### config.mk
export PLATFORM = sky130hd
export DESIGN_NAME = sha_para_to_serial_stream
export DESIGN_NICKNAME = d
export VERILOG_FILES = /design/src/rtl/sha_para_to_serial_stream.sv
export SDC_FILE = /design/constraint.sdc
export NUM_CORES = 1
export LEC_CHECK = 0
export ABC_CLOCK_PERIOD_IN_PS = 1500
export CAP_MARGIN = 20
export CORE_ASPECT_RATIO = 0.9
export CORE_UTILIZATION = 40
export DETAILED_ROUTE_END_ITERATION = 8
export MAX_ROUTING_LAYER = met4
export PLACE_DENSITY = 0.67
export SYNTH_ARGS = -nofsm -noshare
export SYNTH_HDL_FRONTEND = slang
export SYNTH_SLANG_ARGS = --single-unit
### constraint.sdc
create_clock -name clk -period 1.5 [get_ports clk]
set_input_delay 0.15 -clock clk [delete_from_list [all_inputs] [get_ports clk]]
set_output_delay 0.15 -clock clk [all_outputs]
set_load 0.005 [all_outputs]
### src/rtl/sha_para_to_serial_stream.sv
// Parallel-to-serial unpacker: loads a NUM_WORDS*WORD_W block and streams it as WORD_W words.
// Optional synchronous flush input enabled by defining SHA_PTS_FLUSH_EN.
module sha_para_to_serial_stream #(
  parameter int WORD_W    = 32,
  parameter int NUM_WORDS = 8,
  parameter int IDX_W     = $clog2(NUM_WORDS)
) (
  input  logic                        clk,
  input  logic                        rst_n,
`ifdef SHA_PTS_FLUSH_EN
  input  logic                        flush,
`endif
  input  logic                        load_valid,
  output logic                        load_ready,
  input  logic [WORD_W*NUM_WORDS-1:0] load_data,
  input  logic                        word_order,
  output logic                        out_valid,
  input  logic                        out_ready,
  output logic [WORD_W-1:0]           out_data,
  output logic                        out_last,
  output logic [IDX_W-1:0]            out_index,
  output logic                        busy
);

  localparam int BLK_W = WORD_W * NUM_WORDS;
  localparam logic [IDX_W-1:0] PRE_LAST_IDX = IDX_W'(NUM_WORDS - 2);

  typedef enum logic {IDLE, SHIFT} state_t;

  state_t             state_reg, state_next;
  logic [BLK_W-1:0]   shift_reg, shift_next;
  logic [BLK_W-1:0]   reversed_data, ordered_data;
  logic               valid_reg, valid_next;
  logic               last_reg, last_next;
  logic [IDX_W-1:0]   index_reg, index_next;
  logic               flush_w, out_fire, load_fire;

`ifdef SHA_PTS_FLUSH_EN
  assign flush_w = flush;
`else
  assign flush_w = 1'b0;
`endif

  // Word order is resolved at capture time: reversing the block once lets the
  // shifter always emit from the MSB end.
  genvar gi;
  generate
    for (gi = 0; gi < NUM_WORDS; gi++) begin : g_rev
      assign reversed_data[BLK_W-1-gi*WORD_W -: WORD_W] =
        load_data[BLK_W-1-(NUM_WORDS-1-gi)*WORD_W -: WORD_W];
    end
  endgenerate

  assign ordered_data = word_order ? reversed_data : load_data;
  assign out_fire     = valid_reg & out_ready;
  assign load_ready   = !flush_w & ((state_reg == IDLE) | (out_fire & last_reg));
  assign load_fire    = load_valid & load_ready;

  always_comb begin
    state_next = state_reg;
    shift_next = shift_reg;
    valid_next = valid_reg;
    last_next  = last_reg;
    index_next = index_reg;
    if (flush_w) begin
      state_next = IDLE;
      valid_next = 1'b0;
      last_next  = 1'b0;
      index_next = '0;
    end else if (load_fire) begin
      // Also covers the back-to-back handoff on the final word of a block.
      state_next = SHIFT;
      shift_next = ordered_data;
      valid_next = 1'b1;
      last_next  = 1'b0;
      index_next = '0;
    end else if (state_reg == SHIFT && out_fire) begin
      if (last_reg) begin
        state_next = IDLE;
        valid_next = 1'b0;
        last_next  = 1'b0;
        index_next = '0;
      end else begin
        shift_next = shift_reg << WORD_W;
        index_next = index_reg + 1'b1;
        last_next  = (index_reg == PRE_LAST_IDX);
      end
    end
  end

  always_ff @(posedge clk or negedge rst_n) begin
    if (!rst_n) begin
      state_reg <= IDLE;
      shift_reg <= '0;
      valid_reg <= 1'b0;
      last_reg  <= 1'b0;
      index_reg <= '0;
    end else begin
      state_reg <= state_next;
      shift_reg <= shift_next;
      valid_reg <= valid_next;
      last_reg  <= last_next;
      index_reg <= index_next;
    end
  end

  // The head word stays put after the block ends, so out_data holds its last value.
  assign out_data  = shift_reg[BLK_W-1 -: WORD_W];
  assign out_valid = valid_reg;
  assign out_last  = last_reg;
  assign out_index = index_reg;
  assign busy      = (state_reg == SHIFT);

endmodule

### Word level (Yosys, flattened, before mapping)

Cells that the tools add are included.
W data, S select, Z words.

* register bits after elaboration: 261
* input bits: 261
* logic and storage cells: 30

* add/subtract/negate cells: 1
* equal/unequal tests: 2
* mux-type cells: 13
* bitwise operators: 5
* reduce and logical (&&, ||, !) cells: 5

Operators by type and width (count)
* $mux W256: 4
* $mux W3: 3
* $mux W1: 6
* $reduce_and A2 Y1: 2
* $reduce_bool A2 Y1: 2
* $add A3 B1 Y3 const B: 1
* $and A1 B1 Y1: 3
* $eq A3 B3 Y1 const B: 1
* $ne A2 B1 Y1 const B: 1
* $logic_and A1 B1 Y1: 1
* $not A1 Y1: 1
* $or A1 B1 Y1: 1

### Longest topological paths before layout

* depth in word-level cells: 6
* gate-level depth with buffers: 7
* mapped depth without buffers: 5

### Least setup slack after synthesis

Ideal clock, no wire load.

* path type: register to register
* start point: register last_reg, in the netlist out_last
* end point: register shift_reg[188]
* data arrival time: 1459 ps
* data required time: 1368 ps
* slack: -91 ps
* stages on the path, launching flop included: 8
* cell sequence: dfrtp_1 -> buf_2 -> nand3b_1 -> buf_2 -> o21ai_2 -> buf_4 -> buf_2 -> o221ai_2

* cells in the longest elaborated chain, start to end: 5
* elaborated cells on any way between the ends: 7
* those cells by class: eq/ne (1); mux (1); bitwise (3); reduce/logical (2)

RTL lines
* start: declaration: RTL line 34 `logic last_reg, last_next;`
* start signal: assignment: RTL line 102 `last_reg <= last_next;`
* $and A1 B1 Y1: RTL line 56 `assign load_ready = !flush_w & ((state_reg == IDLE) | (out_fire & last_reg));`
* $or A1 B1 Y1: RTL line 56
* $and A1 B1 Y1: RTL line 57 `assign load_fire = load_valid & load_ready;`
* $ne A2 B1 Y1 (no line) or $reduce_bool A2 Y1 (tied branches)
* $reduce_and A2 Y1 (no line)
* end signal: assignment: RTL line 100 `shift_reg <= shift_next;`
* end: declaration: RTL line 31 `logic [BLK_W-1:0] shift_reg, shift_next;`

Several ways; a longest one is shown, not always the timed one.
A chain may end at the register's enable or synchronous reset.

### Final worst setup path

* start point: register last_reg, in the netlist out_last
* end point: register shift_reg[231]

Same word-level chain as after synthesis.

==> out/qor.log <==
[drt] total length of routed wires 44400 µm
[cts] maximum root-to-sink buffer count 3
[cells_and_area] Area Growth Syn to Fin 40.2%
[timing] unrepaired setup endpoints after global routing true
[drt] detailed-route via count 11890
[power] clock share of power 24.7%
[outcome] run status finished, violations left
[logic_synthesis] total number of yosys warnings 0
[outcome] violations in the final reports setup timing
[timing] maximum operating frequency 0.599 GHz
[cts] insertion delay of the later-clocked pin in the worst-skew pair 0.55 ns
[global_routing] largest net degree at the start of global routing 57
[cts] number of CTS-inserted buffers 29
[timing] setup violation total in the final timing report 241
[global_routing] initial antenna violation count 9
[logic_synthesis] fraction of synthesis flops using an asynchronous set or reset pin 100%
[flow_run] reported max-cap violation count 0
[drt] detailed-route DRC error count 0
[setup_path] critical path type flop to flop
[setup_path] top fanout value on the critical path 13
[global_routing] first-pass GRT wire length 68200 µm
[floorplan] Initial Utilization 41.1%
[setup_path] endpoint of the lowest-slack register-to-register path shift_reg[231]
[cells_and_area] final core occ 57.6%
[power] Worst IR Drop VDD 923 µV
[global_routing] total global-route track usage 24.3%
[floorplan] die height 183 µm
[setup_path] arrival time at the worst endpoint 2.08 ns
[floorplan] FP Rows 65
[cts] CTS clk-pin slew, worst paths 0.06 ns
[global_routing] grt total ovfl 0
[cells_and_area] count of filler cells inserted in the layout 3026
[setup_path] type of element launching the critical path flop
[place] total instance count after detailed placement 2132
[timing] Tightest Pin Transition 0.568 ns
[cts] CTS tree done
[logic_synthesis] register bit total from synthesis 261
[timing] Setup TNS -20.85 ns
[cells_and_area] commonest cells after routing, fill and taps aside sky130_fd_sc_hd__mux2i_1, sky130_fd_sc_hd__dfrtp_1, sky130_fd_sc_hd__clkdlybuf4s50_1
[drt] DRT Pass-1 Iters 5
[cells_and_area] leading cell type in the layout, fill and taps excluded sky130_fd_sc_hd__mux2i_1
[cells_and_area] flip-flop count of the largest register after layout 256
[drt] wire length per cell 19.9 µm
[logic_synthesis] Yosys cell types 25
[logic_synthesis] post-synthesis instance area 14600 µm²
[cts] maximum level of the CTS H-tree 1
[power] leakage power total 9.52 nW
[timing] worst relative slew slack 62.2%
[power] Internal Pwr Total 20.5 mW
[logic_synthesis] main flop type after synthesis sky130_fd_sc_hd__dfrtp_1
[timing] Final Hold Violating Endpoints 0
[power] net switching fraction of the power 34.3%
[logic_synthesis] Syn Nets 1665
[logic_synthesis] Avg Cell Area, Syn 10.4 µm²
[global_routing] number of global-route vias before repair 11891
[timing] worst clock skew 0.0143 ns
[setup_path] setup slack of the worst register-to-register path -0.17 ns
[drt] number of nets still failing antenna checks after routing 0
[timing] final-layout worst hold slack 0.138 ns
[timing] final worst path period need 1.67 ns
[place] post-DP HPWL 32500 µm
[setup_path] Critical R2R Launch out_last
[logic_synthesis] sequential element share of the synthesized area 44.8%
[power] ratio of total power to cell area 1520 nW/µm²
[place] number of port buffers 299
[power] part of the total power dissipated in combinational logic 39.4%
[min_path] Hold WC Path Type primary input to async pin
[setup_path] Worst setup EP type flop
[floorplan] Die ar. 37200 µm²
[power] sequential power share 35.9%
[logic_synthesis] Synth Instances 1402
[logic_synthesis] number of synthesized flops with an enable pin 0
[setup_path] WP data required 1.92 ns
[floorplan] I/O pin total 300
[place] worst setup slack after placement -0.389 ns
[cells_and_area] final standard cell count with taps included and fillers excluded 2227
[cells_and_area] total number of nets in the final design 1990
[drt] routed vias/inst 5.34
[cts] Clock Sinks 261
[floorplan] Core Box Area 35500 µm²
[timing] setup slack after layout -0.169 ns
[place] last weighted congestion value of the routability-driven placer 0.871
[cts] root buffer selected by CTS sky130_fd_sc_hd__clkbuf_16
[floorplan] die span in x 203 µm
[power] power spent charging and discharging nets 10.7 mW
[cells_and_area] share of post-route cells with drive strength above 1 17.2%
[timing] final clock period utilization by the worst path 111%
[setup_path] length in cells of the worst reg-to-reg path 6
[timing] count of pins over their slew limit 0
[drt] Starting DRT DRC Count 818
==> worst max-delay path, stage by stage (launching register included) <==
cell and delay [ns]:
sky130_fd_sc_hd__dfrtp_2 0.44, sky130_fd_sc_hd__buf_6 0.14, sky130_fd_sc_hd__nand3b_1 0.25, sky130_fd_sc_hd__buf_4 0.24
sky130_fd_sc_hd__buf_12 0.15, sky130_fd_sc_hd__mux2i_1 0.20, sky130_fd_sc_hd__mux2i_1 0.13
==> power groups by stage <==
stage,sequential [mW],combinational (mW),clock [mW]
after floorplan,10.5,7.22,0
after global placement,11.2,11.0,0
after detailed placement,11.3,11.3,0
after CTS,11.1,12.0,7.84
after global routing,11.4,13.4,8.16
final,11.2,12.3,7.68
==> synthesized netlist by cell type (3+ instances only) <==
master                       n  area share (%)
sky130_fd_sc_hd__o221ai_2   40             4.1
sky130_fd_sc_hd__a22o_1      3            0.18
sky130_fd_sc_hd__nand2_1   198             5.1
sky130_fd_sc_hd__buf_6       6            0.46
sky130_fd_sc_hd__buf_2      64             2.2
sky130_fd_sc_hd__o21ai_0    35             1.2
sky130_fd_sc_hd__mux2i_1   312              21
sky130_fd_sc_hd__inv_1     199             5.1
sky130_fd_sc_hd__clkbuf_1   30            0.77
sky130_fd_sc_hd__o211ai_1   33             1.7
sky130_fd_sc_hd__o221ai_1  156             9.4
sky130_fd_sc_hd__buf_4      49             2.5
sky130_fd_sc_hd__dfrtp_1   261              45
==> final cells by class <==
class	instances	area [µm²]	share of cell area, %
multi-input cells	792	6730	32.9
flip-flops and latches	261	6530	32.0
repair buffers	443	4770	23.3
clock buffers	41	871	4.26
inverters	200	751	3.68
well taps	469	587	2.87
clock inverters	12	168	0.821
diodes	9	22.5	0.110
==> per-layer routing <==
layer  track usage [%]  vias to the layer above  share of wire (%)
li1                  -                     5651                  -
met1              36.8                     5818                 50
met2              33.3                      375                 42
met3              4.28                       46                6.3
met4              5.35                        0                1.6
met5                 -                        -                  0
==> what timing repair did <==
item,4_1_cts,5_1_grt
setup endpoints to repair,277,261
hold buffers,1,0
pin swaps,1,1
gates resized for setup,90,42
setup buffers,27,3
cloned,4,1
endpoints found under the hold margin,248,0
==> metrics by stage <==
step           total power [mW]  area, µm²
6_report                   31.2      20400
5_1_grt                    33.0      20400
4_1_cts                    30.9      20200
3_5_place_dp               22.5      18700
3_3_place_gp               22.1      18700
2_1_floorplan              17.7      14600
==> worst max-delay path by stage <==
stage               slack (ns)  startpoint             end  cells past startpoint
CTS                      -0.13    out_last   shift_reg[64]                      6
floorplan                -0.03   out_valid  shift_reg[187]                      7
detailed placement       -0.39   out_ready  shift_reg[102]                      6
global placement         -0.31   out_ready   shift_reg[97]                      6
global route             -0.23    out_last  shift_reg[231]                      6
finish                   -0.17    out_last  shift_reg[231]                      6
==> cells by family after synthesis <==
| kind of cell | Yosys count | synth area share [%] |
|---|---|---|
| buffers and inverters | 349 | 11.1 |
| AO/OA/AOI/OAI | 269 | 16.8 |
| AND/OR/NAND/NOR | 208 | 5.59 |
| flip-flops | 261 | 44.8 |
| multiplexers | 313 | 21.5 |
| adder cells (fa/ha/maj) | 2 | 0.172 |
(Power assumes the default switching activity.)
==> RTL edit: new RTL, same settings <==
Take the reset off `shift_reg` and load it in a clocked block of its own.
--- a/src/rtl/sha_para_to_serial_stream.sv
+++ b/src/rtl/sha_para_to_serial_stream.sv
@@ -91,17 +91,19 @@
   always_ff @(posedge clk or negedge rst_n) begin
     if (!rst_n) begin
       state_reg <= IDLE;
-      shift_reg <= '0;
       valid_reg <= 1'b0;
       last_reg  <= 1'b0;
       index_reg <= '0;
     end else begin
       state_reg <= state_next;
-      shift_reg <= shift_next;
       valid_reg <= valid_next;
       last_reg  <= last_next;
       index_reg <= index_next;
     end
+  end
+
+  always_ff @(posedge clk) begin
+    shift_reg <= shift_next;
   end
 
   // The head word stays put after the block ends, so out_data holds its last value.
Function: changed (Yosys sat finds a counterexample within 4 cycles, from zero or initial values and one cycle with rst_n low).
==> RTL edit against the unedited design <==
The run still ends with negative setup slack left. Clock skew decreased by 0.0046 ns. Sequential share of layout area increased by 5.0 points. Non-clock buffer count increased by 18. Routed wire length decreased by 2.1%. Sequential cell count unchanged. Critical endpoint is now shift_reg[76]. Via count decreased by 5.1%. Final area increased by 3.3%. Setup slack got worse by 0.031 ns. Cell count decreased by 9.5%. Total power increased by 14%. Utilization increased by 2.3 points. Synthesized area decreased by 1.4%. Largest cell class is now sequential cells.
==> RTL edit: results (changes against the unedited design) <==
Pwr
  • Leak: 7.847 nW (was 9.519 nW)
  • Peak supply drop: 653.9 uV (was 922.8 uV)

Outcome
  • Status: complete, but fails checks (unchanged)
  • Violated checks: negative setup slack (unchanged)

Detailed routing
  • Met2 Wirelength: 18,690 um (was 18,870 um)
  • Vias: 11,290 (was 11,890)
  • Metal-1 WL: 20,890 um (was 22,020 um)

Placement
  • Inst Count DP: 1,906 (was 2,132)
  • Dpl hpwl: 28,720 um (was 32,470 um)
  • Pre-CTS WS: -0.3547 ns (was -0.3889 ns)

Cells and area
  • Fraction of area in non-clock buffers: 25.30% (was 23.34%)
  • Share of layout cells above drive strength 1: 23.89% (was 17.21%)
  • Signal buffers: 461 (was 443)
  • ANT cells: 11 (was 9)
  • Fin area: 21,100 sq um (was 20,430 sq um)
  • Number of clock buffers in the layout: 36 (was 41)
  • #MultiIn Comb: 758 (was 792)
  • Fill count: 2,743 (was 3,026)

Logic synthesis
  • Commonest cells in the netlist: mux2i_1 (257), edfxtp_1 (256), a31oi_1 (224) (was mux2i_1 (312), dfrtp_1 (261), inv_1 (199))
  • Seq/Total Area, Yosys: 54.39% (was 44.83%)
  • Syn avg cell area: 12.10 sq um (was 10.39 sq um)
  • Post-synth EDFFs: 256 (was 0)
  • Syn nets: 1,450 (was 1,665)
  • Area leader, netlist: edfxtp_1 (was dfrtp_1)

Setup path
  • Worst flop-to-flop path endpoint: shift_reg[76] (was shift_reg[231])
  • Crit path max fanout: 14 (was 13)
  • Worst r2r src: out_valid (was out_last)
  • Delay-heaviest family, CP: compound AO/OA/AOI/OAI gates (was buffers and inverters)
  • Required time of the worst setup path: 1.84 ns (was 1.92 ns)

STA
  • Hold WS: 0.2485 ns (was 0.1380 ns)
  • Setup TNS: -56.67 ns (was -20.85 ns)
  • Final Skew: 0.009654 ns (was 0.01426 ns)
  • Setup ws final: -0.1998 ns (was -0.1690 ns)
  • Final setup viols: 525 (was 241)

GRT
  • Initial antenna violation count: 11 (was 9)
  • Met3 Track Usage GR: 3.464% (was 4.282%)
  • Met1 Use GR: 35.34% (was 36.80%)
  • Pin count of the biggest net entering global routing: 103 (was 57)
  • Met2 Track Usage GR: 32.21% (was 33.34%)
  • All-Layer GR Usage: 23.39% (was 24.29%)
  • Global-route wire length before repair: 63,960 um (was 68,230 um)

Hold path
  • Hold Path Class: input pin to register (was input pin to asynchronous set/reset pin)
RTL edit: changes by cell type in the layout (fill, tap and decap cells not counted), moves of 29 or more:
cell / delta
nor2_1: +32
a21oi_1: +94
o221ai_2: -82
mux2i_1: -55
a21oi_2: +102
inv_1: -195
a31oi_1: +199
o221ai_1: -114
o211ai_1: -33
edfxtp_1: +256
dfrtp_1: -255
a21oi_4: +29
nand2_1: -191
RTL edit: power breakdown:
| group | switching (mW) | leakage, nW | total, mW | internal (mW) |
|---|---|---|---|---|
| logic | 7.02 | 4.82 | 14.7 | 7.63 |
| registers | 1.61 | 2.58 | 13.8 | 12.2 |
| clock network | 2.92 | 0.454 | 7.15 | 4.23 |
RTL edit: kinds of logic (layout without fill, tap and decap cells):
family,Yosys count,count (layout),share of synthesized area [%]
fa+ha+maj,2,2,0.1742
mux,258,258,17.99
buf+inv,168,517,8.015
simple gates,41,41,1.176
compound gates,457,457,18.25
flops,261,261,54.39
other cells,0,11,0
RTL edit: worst max path at each step:
stage | startpoint | end | slack [ns]
final | out_valid | shift_reg[76] | -0.20
after detailed placement | out_ready | shift_reg[176] | -0.35
after CTS | out_last | shift_reg[77] | -0.16
after floorplan | out_last | shift_reg[0] | -3.83
after global routing | out_last | shift_reg[229] | -0.21
after global placement | out_ready | shift_reg[176] | -0.34
RTL edit: tightest hold or removal path: cells and delay by family:
kind	cells	cell delay (ns)
muxes	1	0.13
buffers and inverters	2	0.31
and+or+nand+nor	1	0.08
RTL edit: repair_timing:
action,CTS,global route
endpoints found under the setup margin,492,534
resized for setup,193,76
pin swaps,46,14
setup buffers,22,0
gates cloned,24,0
hold buffers,2,0
endpoints found under the hold margin,6,0
